$ cat src/rtl/pipeline_controller_pkg.sv
// Shared types and constants for the pipeline controller and its hazard scoreboard.
package pipeline_controller_pkg;

   typedef enum logic [2:0] {
      ST_IDLE,
      ST_RUN,
      ST_FLUSH,
      ST_DRAIN,
      ST_HALT
   } state_e;

   localparam logic [3:0] OP_HALT     = 4'b1111;
   localparam int         STALL_CNT_W = 16;

   typedef struct packed {
      logic       valid;
      logic [5:0] rd;
   } slot_t;

   localparam slot_t SLOT_NONE = '{valid: 1'b0, rd: 6'd0};

   function automatic logic slot_hit(input slot_t s, input logic [5:0] r);
      return s.valid && (s.rd == r);
   endfunction

endpackage

$ cat src/rtl/pipeline_controller_hazard_scoreboard.sv
// Two-deep in-flight writer tracker (EX, WB) and RAW hazard compare for the ID stage.
// WB_BYPASS_EN: write-before-read register file, so only the EX slot can cause a hazard.
module hazard_scoreboard
   import pipeline_controller_pkg::*;
(
   input  logic       clock,
   input  logic       reset,
   input  logic       shift_en,
   input  logic       bubble,
   input  logic       regwrt,
   input  logic [5:0] rd,
   input  logic [5:0] rs,
   input  logic [5:0] rt,
   input  logic       reads_rs,
   input  logic       reads_rt,
   output logic       hazard
);

   slot_t ex_slot_q, ex_slot_d;
   slot_t wb_slot_q, wb_slot_d;
   logic  hit_rs, hit_rt;

   always_comb begin
      ex_slot_d = ex_slot_q;
      wb_slot_d = wb_slot_q;
      if (shift_en) begin
         wb_slot_d = ex_slot_q;
         ex_slot_d = bubble ? SLOT_NONE : '{valid: regwrt, rd: rd};
      end
   end

   always_ff @(posedge clock or posedge reset) begin
      if (reset) begin
         ex_slot_q <= SLOT_NONE;
         wb_slot_q <= SLOT_NONE;
      end else begin
         ex_slot_q <= ex_slot_d;
         wb_slot_q <= wb_slot_d;
      end
   end

`ifdef WB_BYPASS_EN
   assign hit_rs = slot_hit(ex_slot_q, rs);
   assign hit_rt = slot_hit(ex_slot_q, rt);
`else
   assign hit_rs = slot_hit(ex_slot_q, rs) || slot_hit(wb_slot_q, rs);
   assign hit_rt = slot_hit(ex_slot_q, rt) || slot_hit(wb_slot_q, rt);
`endif

   assign hazard = (reads_rs && hit_rs) || (reads_rt && hit_rt);

endmodule

$ cat src/rtl/pipeline_controller.sv
// Run/flush/drain/halt sequencer for a 4-stage pipeline, with stall counting.
// WB_BYPASS_EN (see hazard_scoreboard) drops the WB slot from hazard detection.
module pipeline_controller
   import pipeline_controller_pkg::*;
(
   input  logic                   clock,
   input  logic                   reset,
   input  logic                   start,
   input  logic [3:0]             opcode_id,
   input  logic [5:0]             rs_id,
   input  logic [5:0]             rt_id,
   input  logic [5:0]             rd_id,
   input  logic                   reads_rs_id,
   input  logic                   reads_rt_id,
   input  logic                   regWrt_id,
   input  logic                   branch_taken_wb,
   output logic                   pc_we,
   output logic                   ifid_we,
   output logic                   ifid_flush,
   output logic                   idex_bubble,
   output logic                   busy,
   output logic                   halted,
   output logic [STALL_CNT_W-1:0] stall_cycles
);

   state_e                 state_q, state_d;
   logic                   drain_q, drain_d;
   logic [STALL_CNT_W-1:0] stall_cycles_q, stall_cycles_d;
   logic                   hazard;
   logic                   shift_en;

   assign shift_en = (state_q == ST_RUN) || (state_q == ST_FLUSH) || (state_q == ST_DRAIN);

   hazard_scoreboard u_sb (
      .clock    (clock),
      .reset    (reset),
      .shift_en (shift_en),
      .bubble   (idex_bubble),
      .regwrt   (regWrt_id),
      .rd       (rd_id),
      .rs       (rs_id),
      .rt       (rt_id),
      .reads_rs (reads_rs_id),
      .reads_rt (reads_rt_id),
      .hazard   (hazard)
   );

   always_comb begin
      state_d        = state_q;
      drain_d        = drain_q;
      stall_cycles_d = stall_cycles_q;
      pc_we          = 1'b0;
      ifid_we        = 1'b0;
      ifid_flush     = 1'b1;
      idex_bubble    = 1'b1;
      case (state_q)
         ST_IDLE: if (start) state_d = ST_RUN;
         ST_RUN: begin
            if (branch_taken_wb) begin
               pc_we   = 1'b1;
               ifid_we = 1'b1;
               state_d = ST_FLUSH;
            end else if (hazard) begin
               ifid_flush = 1'b0;
               if (stall_cycles_q != '1) stall_cycles_d = stall_cycles_q + STALL_CNT_W'(1);
            end else if (opcode_id == OP_HALT) begin
               ifid_flush = 1'b0;
               drain_d    = 1'b0;
               state_d    = ST_DRAIN;
            end else begin
               pc_we       = 1'b1;
               ifid_we     = 1'b1;
               ifid_flush  = 1'b0;
               idex_bubble = 1'b0;
            end
         end
         // Squashes the wrong-path word the synchronous imem already fetched.
         ST_FLUSH: begin
            pc_we   = 1'b1;
            ifid_we = 1'b1;
            state_d = ST_RUN;
         end
         ST_DRAIN: begin
            if (branch_taken_wb) begin
               pc_we   = 1'b1;
               ifid_we = 1'b1;
               drain_d = 1'b0;
               state_d = ST_FLUSH;
            end else begin
               ifid_flush = 1'b0;
               if (drain_q) begin
                  drain_d = 1'b0;
                  state_d = ST_HALT;
               end else begin
                  drain_d = 1'b1;
               end
            end
         end
         ST_HALT: ifid_flush = 1'b0;
         default: state_d = ST_IDLE;
      endcase
   end

   always_ff @(posedge clock or posedge reset) begin
      if (reset) begin
         state_q        <= ST_IDLE;
         drain_q        <= 1'b0;
         stall_cycles_q <= '0;
      end else begin
         state_q        <= state_d;
         drain_q        <= drain_d;
         stall_cycles_q <= stall_cycles_d;
      end
   end

   assign busy         = shift_en;
   assign halted       = (state_q == ST_HALT);
   assign stall_cycles = stall_cycles_q;

endmodule

$ cat config.mk
export PLATFORM = sky130hd
export DESIGN_NAME = pipeline_controller
export DESIGN_NICKNAME = d
export VERILOG_FILES = /design/src/rtl/pipeline_controller_pkg.sv /design/src/rtl/pipeline_controller_hazard_scoreboard.sv /design/src/rtl/pipeline_controller.sv
export SDC_FILE = /design/constraint.sdc
export NUM_CORES = 1
export LEC_CHECK = 0
export BUFFER_PORTS_ARGS = -buffer_cell sky130_fd_sc_hd__buf_2
export CAP_MARGIN = 20
export CELL_PAD_IN_SITES_DETAIL_PLACEMENT = 1
export CELL_PAD_IN_SITES_GLOBAL_PLACEMENT = 1
export CORE_ASPECT_RATIO = 2
export CORE_MARGIN = 2
export CORE_UTILIZATION = 23
export CTS_CLUSTER_SIZE = 14
export DETAILED_ROUTE_END_ITERATION = 8
export PLACE_DENSITY = 0.6
export SLEW_MARGIN = 20
export SYNTH_ARGS = -nofsm -noshare
export SYNTH_HDL_FRONTEND = slang
export SYNTH_HIERARCHICAL = 1
export SYNTH_SLANG_ARGS = --single-unit
$ cat constraint.sdc
create_clock -name clock -period 4.55 [get_ports clock]
set_clock_uncertainty 0.05 [all_clocks]
set_input_delay 0.2275 -clock clock [delete_from_list [all_inputs] [get_ports clock]]
set_output_delay 0.2275 -clock clock [all_outputs]
set_load 0.01 [all_outputs]
==> results.md <==
Outcome:
- The run finished with clean final reports.

Die:
- From bottom edge to top edge, the die measures 131 µm.
- The region available for standard cell placement spans 7890 µm².
- The number of rows created at floorplan is 46.
- In this run the count of I/O pins placed on the die edge is 51.
- The floorplan step defined a die boundary enclosing 8830 µm².
- The die width is 67.4 µm.
- Once the floorplan was initialized, standard cells occupied 23.5% of the core.

Global routing:
- The combined global-route utilization of all metal layers is 12.8%.
- Global routing finished with a remaining overflow of 0.
- Entering global routing, the biggest net connects 21 pins.
- The initial antenna violation count was 0.
- The via count of the first global-routing pass was 1778.
- The global-route wire length before repair is 8.38 mm.

Drt:
- The first routing iteration left 41 violations.
- Detailed routing inserted a total of 1581 vias.
- The detail-routed via count per cell is 4.62.
- For this block, the routed nets add up to 5.10 mm of wire.
- The count of antenna-violating nets left after detailed routing is 0.
- Dividing the detail-routed wire length by the instance count gives 14.9 µm.
- In the routed design, unresolved DRC markers number 0.
- The first TritonRoute pass finished after 3 iterations.

Clock network:
- The number of setup buffers added after CTS is 0.
- In this run the deepest clock path goes through 2 buffers.
- The latest clock arrival within the worst-skew pair is 280 ps.
- Counting the buffers created by CTS gives 5.
- Clock-pin slew was measured on the worst setup and hold paths at 50 ps.
- The level count of the clock H-tree is 2.
- TritonCTS built the clock tree.
- The clock sink total is 34.
- Clock tree synthesis selected as its root buffer the cell sky130_fd_sc_hd__clkbuf_16.

Placed design:
- The final weighted congestion in routability-driven placement is 0.659.
- Input and output buffers added on the ports amount to 50.
- The half-perimeter wire length after detailed placement is 4.17 mm.

Layout:
- 0 antenna diodes ended up in the layout.
- The count of nets after finishing is 275.
- The fraction of layout cells with a size suffix above 1 is 28.9%.
- The area added between synthesis and finish is 28.4%.
- Cells fill 30.2% of the core in the end.

STA:
- At the pin with the least slew margin, the transition time is 816 ps.
- The share of the clock period used by the worst path is 50.8%.
- The post-route setup TNS is 0 ps.
- The number of setup violations in the final report is 0.
- The final max-slew violation count is 0.
- Timing would allow up to 0.432 GHz.
- Measured against its own limit, the worst slew margin works out to 45.6%.
- The smallest clock period supported by the final layout is computed as 2310 ps.
- The number of hold violations in the final report is 0.
- Setup repair after global routing left no endpoint under its margin.

Logic synthesis:
- Yosys printed 6 warnings.
- The number of nets in the synthesized netlist is 220.
- The proportion of synthesized area in mux cells is 4.86%.
- In this run, synthesis produced a sequential element count of 34.
- The synthesized cell area is 1850 µm².
- The proportion of synthesized chip area in sequential cells is 45.9%.
- The largest total area in the synthesized netlist belongs to sky130_fd_sc_hd__dfrtp_1.
- Synthesis instantiated 37 different standard cells from the library.
- After Yosys synthesis, and, or, nand and nor cells account for 19.1% of the synthesized area.
- The synthesized netlist devotes 9.19% of its cell area to compound gates.
- After synthesis, the mean cell area works out to 9.75 µm².
- Of the total synthesized cell area, the portion taken by XOR and XNOR cells is 16.6%.
- The area fraction of the dominant cell type after synthesis is 45.9%.
- By area the synthesized netlist is led by sky130_fd_sc_hd__dfrtp_1 (46%), sky130_fd_sc_hd__xnor2_1 (13%), sky130_fd_sc_hd__mux2_2 (4.9%).
- The post-synthesis instance total is 190.
- After synthesis, the largest family of logic cells by area is simple AND/OR/NAND/NOR gates.
- The adder-cell area share of the yosys netlist is 0.676%.

Setup path:
- The kind of cell adding the most delay to the critical path is compound AO/OA/AOI/OAI gates.
- Walking the worst path, the cells encountered are xnor2_1 -> nand3_1 -> o22ai_1 -> a22o_1 -> nand3b_1 -> a31oi_1 -> mux2_2.
- The worst path buffer plus inverter count is 0.
- The largest individual stage delay along the critical path comes from the cell sky130_fd_sc_hd__dfrtp_1.
- The worst setup path is launched from a register.
- Data on the critical path arrives at its endpoint at 2420 ps.
- Of all nets on the critical path, the largest fanout is 5.
- The worst setup path is captured at a register.
- In this design, the stage delay of the slowest critical-path cell is 420 ps.
- The start-to-end type of the worst setup path is reg -> reg.
- The required arrival time at the worst endpoint is 4660 ps.

Run:
- Across the run, the number of max-cap violations was 0.

Power:
- The peak ir drop on the vdd network is 0.000149 V.
- The leakage power is 1.08 nW.
- The power density relative to cell area is 489 nW/µm².

Hold path:
- The type of the most critical hold path is in -> reg.
-- path summary, 6_finish.rpt --
kind                                   start                 to  slack (ps)  cells after the start
max reg2reg                u_sb/ex_slot_q[4]    stall_cycles[1]        2240                      7
min in group asynchronous              reset  u_sb/ex_slot_q[4]         500                      3
max                        u_sb/ex_slot_q[4]    stall_cycles[1]        2240                      7
max in group asynchronous              reset         state_q[2]        3320                      3
min                                 rd_id[4]  u_sb/ex_slot_q[4]         100                      3
min reg2reg                  stall_cycles[4]    stall_cycles[4]         440                      1
-- through the flow --
step	hold WS (ps)	std cells	cell area, µm²	power, mW	worst slack [ps]
after global placement	256	333	2210	0.791	2160
after global routing	128	342	2380	1.24	1920
after floorplan	66.7	190	1850	0.687	2550
after detailed placement	260	333	2210	0.799	2180
after CTS	96.2	342	2380	1.19	2160
final	100	342	2380	1.16	2240
-- cell usage in the layout (no fill, tap or decap), types with 3 or more instances in the layout --
master	synthesis	final
sky130_fd_sc_hd__clkbuf_16	0	5
sky130_fd_sc_hd__nand4_1	8	8
sky130_fd_sc_hd__nor2_1	19	19
sky130_fd_sc_hd__mux2_2	8	8
sky130_fd_sc_hd__a21oi_1	3	3
sky130_fd_sc_hd__xnor2_1	28	28
sky130_fd_sc_hd__buf_2	1	50
sky130_fd_sc_hd__dfrtp_1	34	34
sky130_fd_sc_hd__o22ai_1	3	3
sky130_fd_sc_hd__nor3_1	4	4
sky130_fd_sc_hd__xor2_1	7	7
sky130_fd_sc_hd__o21ai_0	7	7
sky130_fd_sc_hd__nand3_1	8	8
sky130_fd_sc_hd__nand2_1	21	21
sky130_fd_sc_hd__inv_1	12	12
-- registers in the layout, summed over array words and instances, names as in the netlist --
register        flops
u_sb/ex_slot_q      7
state_q             3
u_sb/wb_slot_q      7
drain_q             1
stall_cycles       16
-- area by class of cell --
type                    count  area (µm²)
repair buffers             52         268
fillers                   952        5510
clock inverters             1        30.0
clock buffers               7         133
well taps                  96         120
flip-flops and latches     34         851
multi-input cells         140         932
inverters                  12        45.0
-- cell families (layout without fill, tap and decap cells) --
logic type	count (synthesis)	after routing
muxes	8	8
xor gates and xnor gates	35	35
adders and majority gates	1	1
and+or+nand+nor	71	71
DFF	34	34
AOI/OAI and AO/OA	25	25
buffers and inverters	16	72
-- layer usage --
metal | GRT usage (%) | part of all wire [%] | up-vias
met5 | 0 | 0 | -
met4 | 5.04 | 1.8 | 0
met3 | 2.83 | 4.4 | 6
met2 | 25.8 | 59 | 39
met1 | 11.7 | 34 | 777
li1 | - | - | 759
-- report_power, final --
part           leakage, nW  switching, mW  internal (mW)
registers            0.465         0.0800          0.364
clock network       0.0781          0.122          0.259
logic                0.541          0.169          0.169
-- worst register-to-register path, cell delays in order, from the launching register on --
cell and delay, ps:
sky130_fd_sc_hd__dfrtp_1 420, sky130_fd_sc_hd__xnor2_1 240, sky130_fd_sc_hd__nand3_1 120, sky130_fd_sc_hd__o22ai_1 190, sky130_fd_sc_hd__a22o_1 250, sky130_fd_sc_hd__nand3b_1 120
sky130_fd_sc_hd__a31oi_1 410, sky130_fd_sc_hd__mux2_2 390
-- Yosys cell counts --
master / count
sky130_fd_sc_hd__o21ba_2: 1
sky130_fd_sc_hd__and2_1: 1
sky130_fd_sc_hd__o31ai_1: 1
sky130_fd_sc_hd__nor3b_4: 1
sky130_fd_sc_hd__o31a_1: 1
sky130_fd_sc_hd__a31o_2: 1
sky130_fd_sc_hd__inv_1: 12
sky130_fd_sc_hd__xor2_1: 7
sky130_fd_sc_hd__clkbuf_1: 1
sky130_fd_sc_hd__nor2b_1: 2
sky130_fd_sc_hd__mux2_2: 8
sky130_fd_sc_hd__a22o_1: 1
sky130_fd_sc_hd__dfrtp_1: 34
sky130_fd_sc_hd__and3_1: 1
sky130_fd_sc_hd__xnor2_1: 28
sky130_fd_sc_hd__o22a_1: 1
sky130_fd_sc_hd__nor3_1: 4
sky130_fd_sc_hd__ha_1: 1
sky130_fd_sc_hd__o22ai_1: 3
sky130_fd_sc_hd__a31oi_1: 2
sky130_fd_sc_hd__and4b_4: 1
sky130_fd_sc_hd__a21oi_1: 3
sky130_fd_sc_hd__nand3b_1: 1
sky130_fd_sc_hd__buf_2: 1
sky130_fd_sc_hd__buf_4: 2
sky130_fd_sc_hd__o21ai_0: 7
sky130_fd_sc_hd__nand2_1: 21
sky130_fd_sc_hd__nand3_1: 8
sky130_fd_sc_hd__or2_2: 1
sky130_fd_sc_hd__or3_1: 2
sky130_fd_sc_hd__and4_1: 1
sky130_fd_sc_hd__nor2_1: 19
sky130_fd_sc_hd__o211ai_1: 1
sky130_fd_sc_hd__nand4_1: 8
sky130_fd_sc_hd__a311oi_1: 1
sky130_fd_sc_hd__a211oi_1: 1
sky130_fd_sc_hd__o31ai_2: 1
-- repair_timing --
item                      4_1_cts  5_1_grt
resized for setup               0        0
hold endpoints to repair       14        0
hold buffers                    1        0
Power figures use the tool's default switching activity.
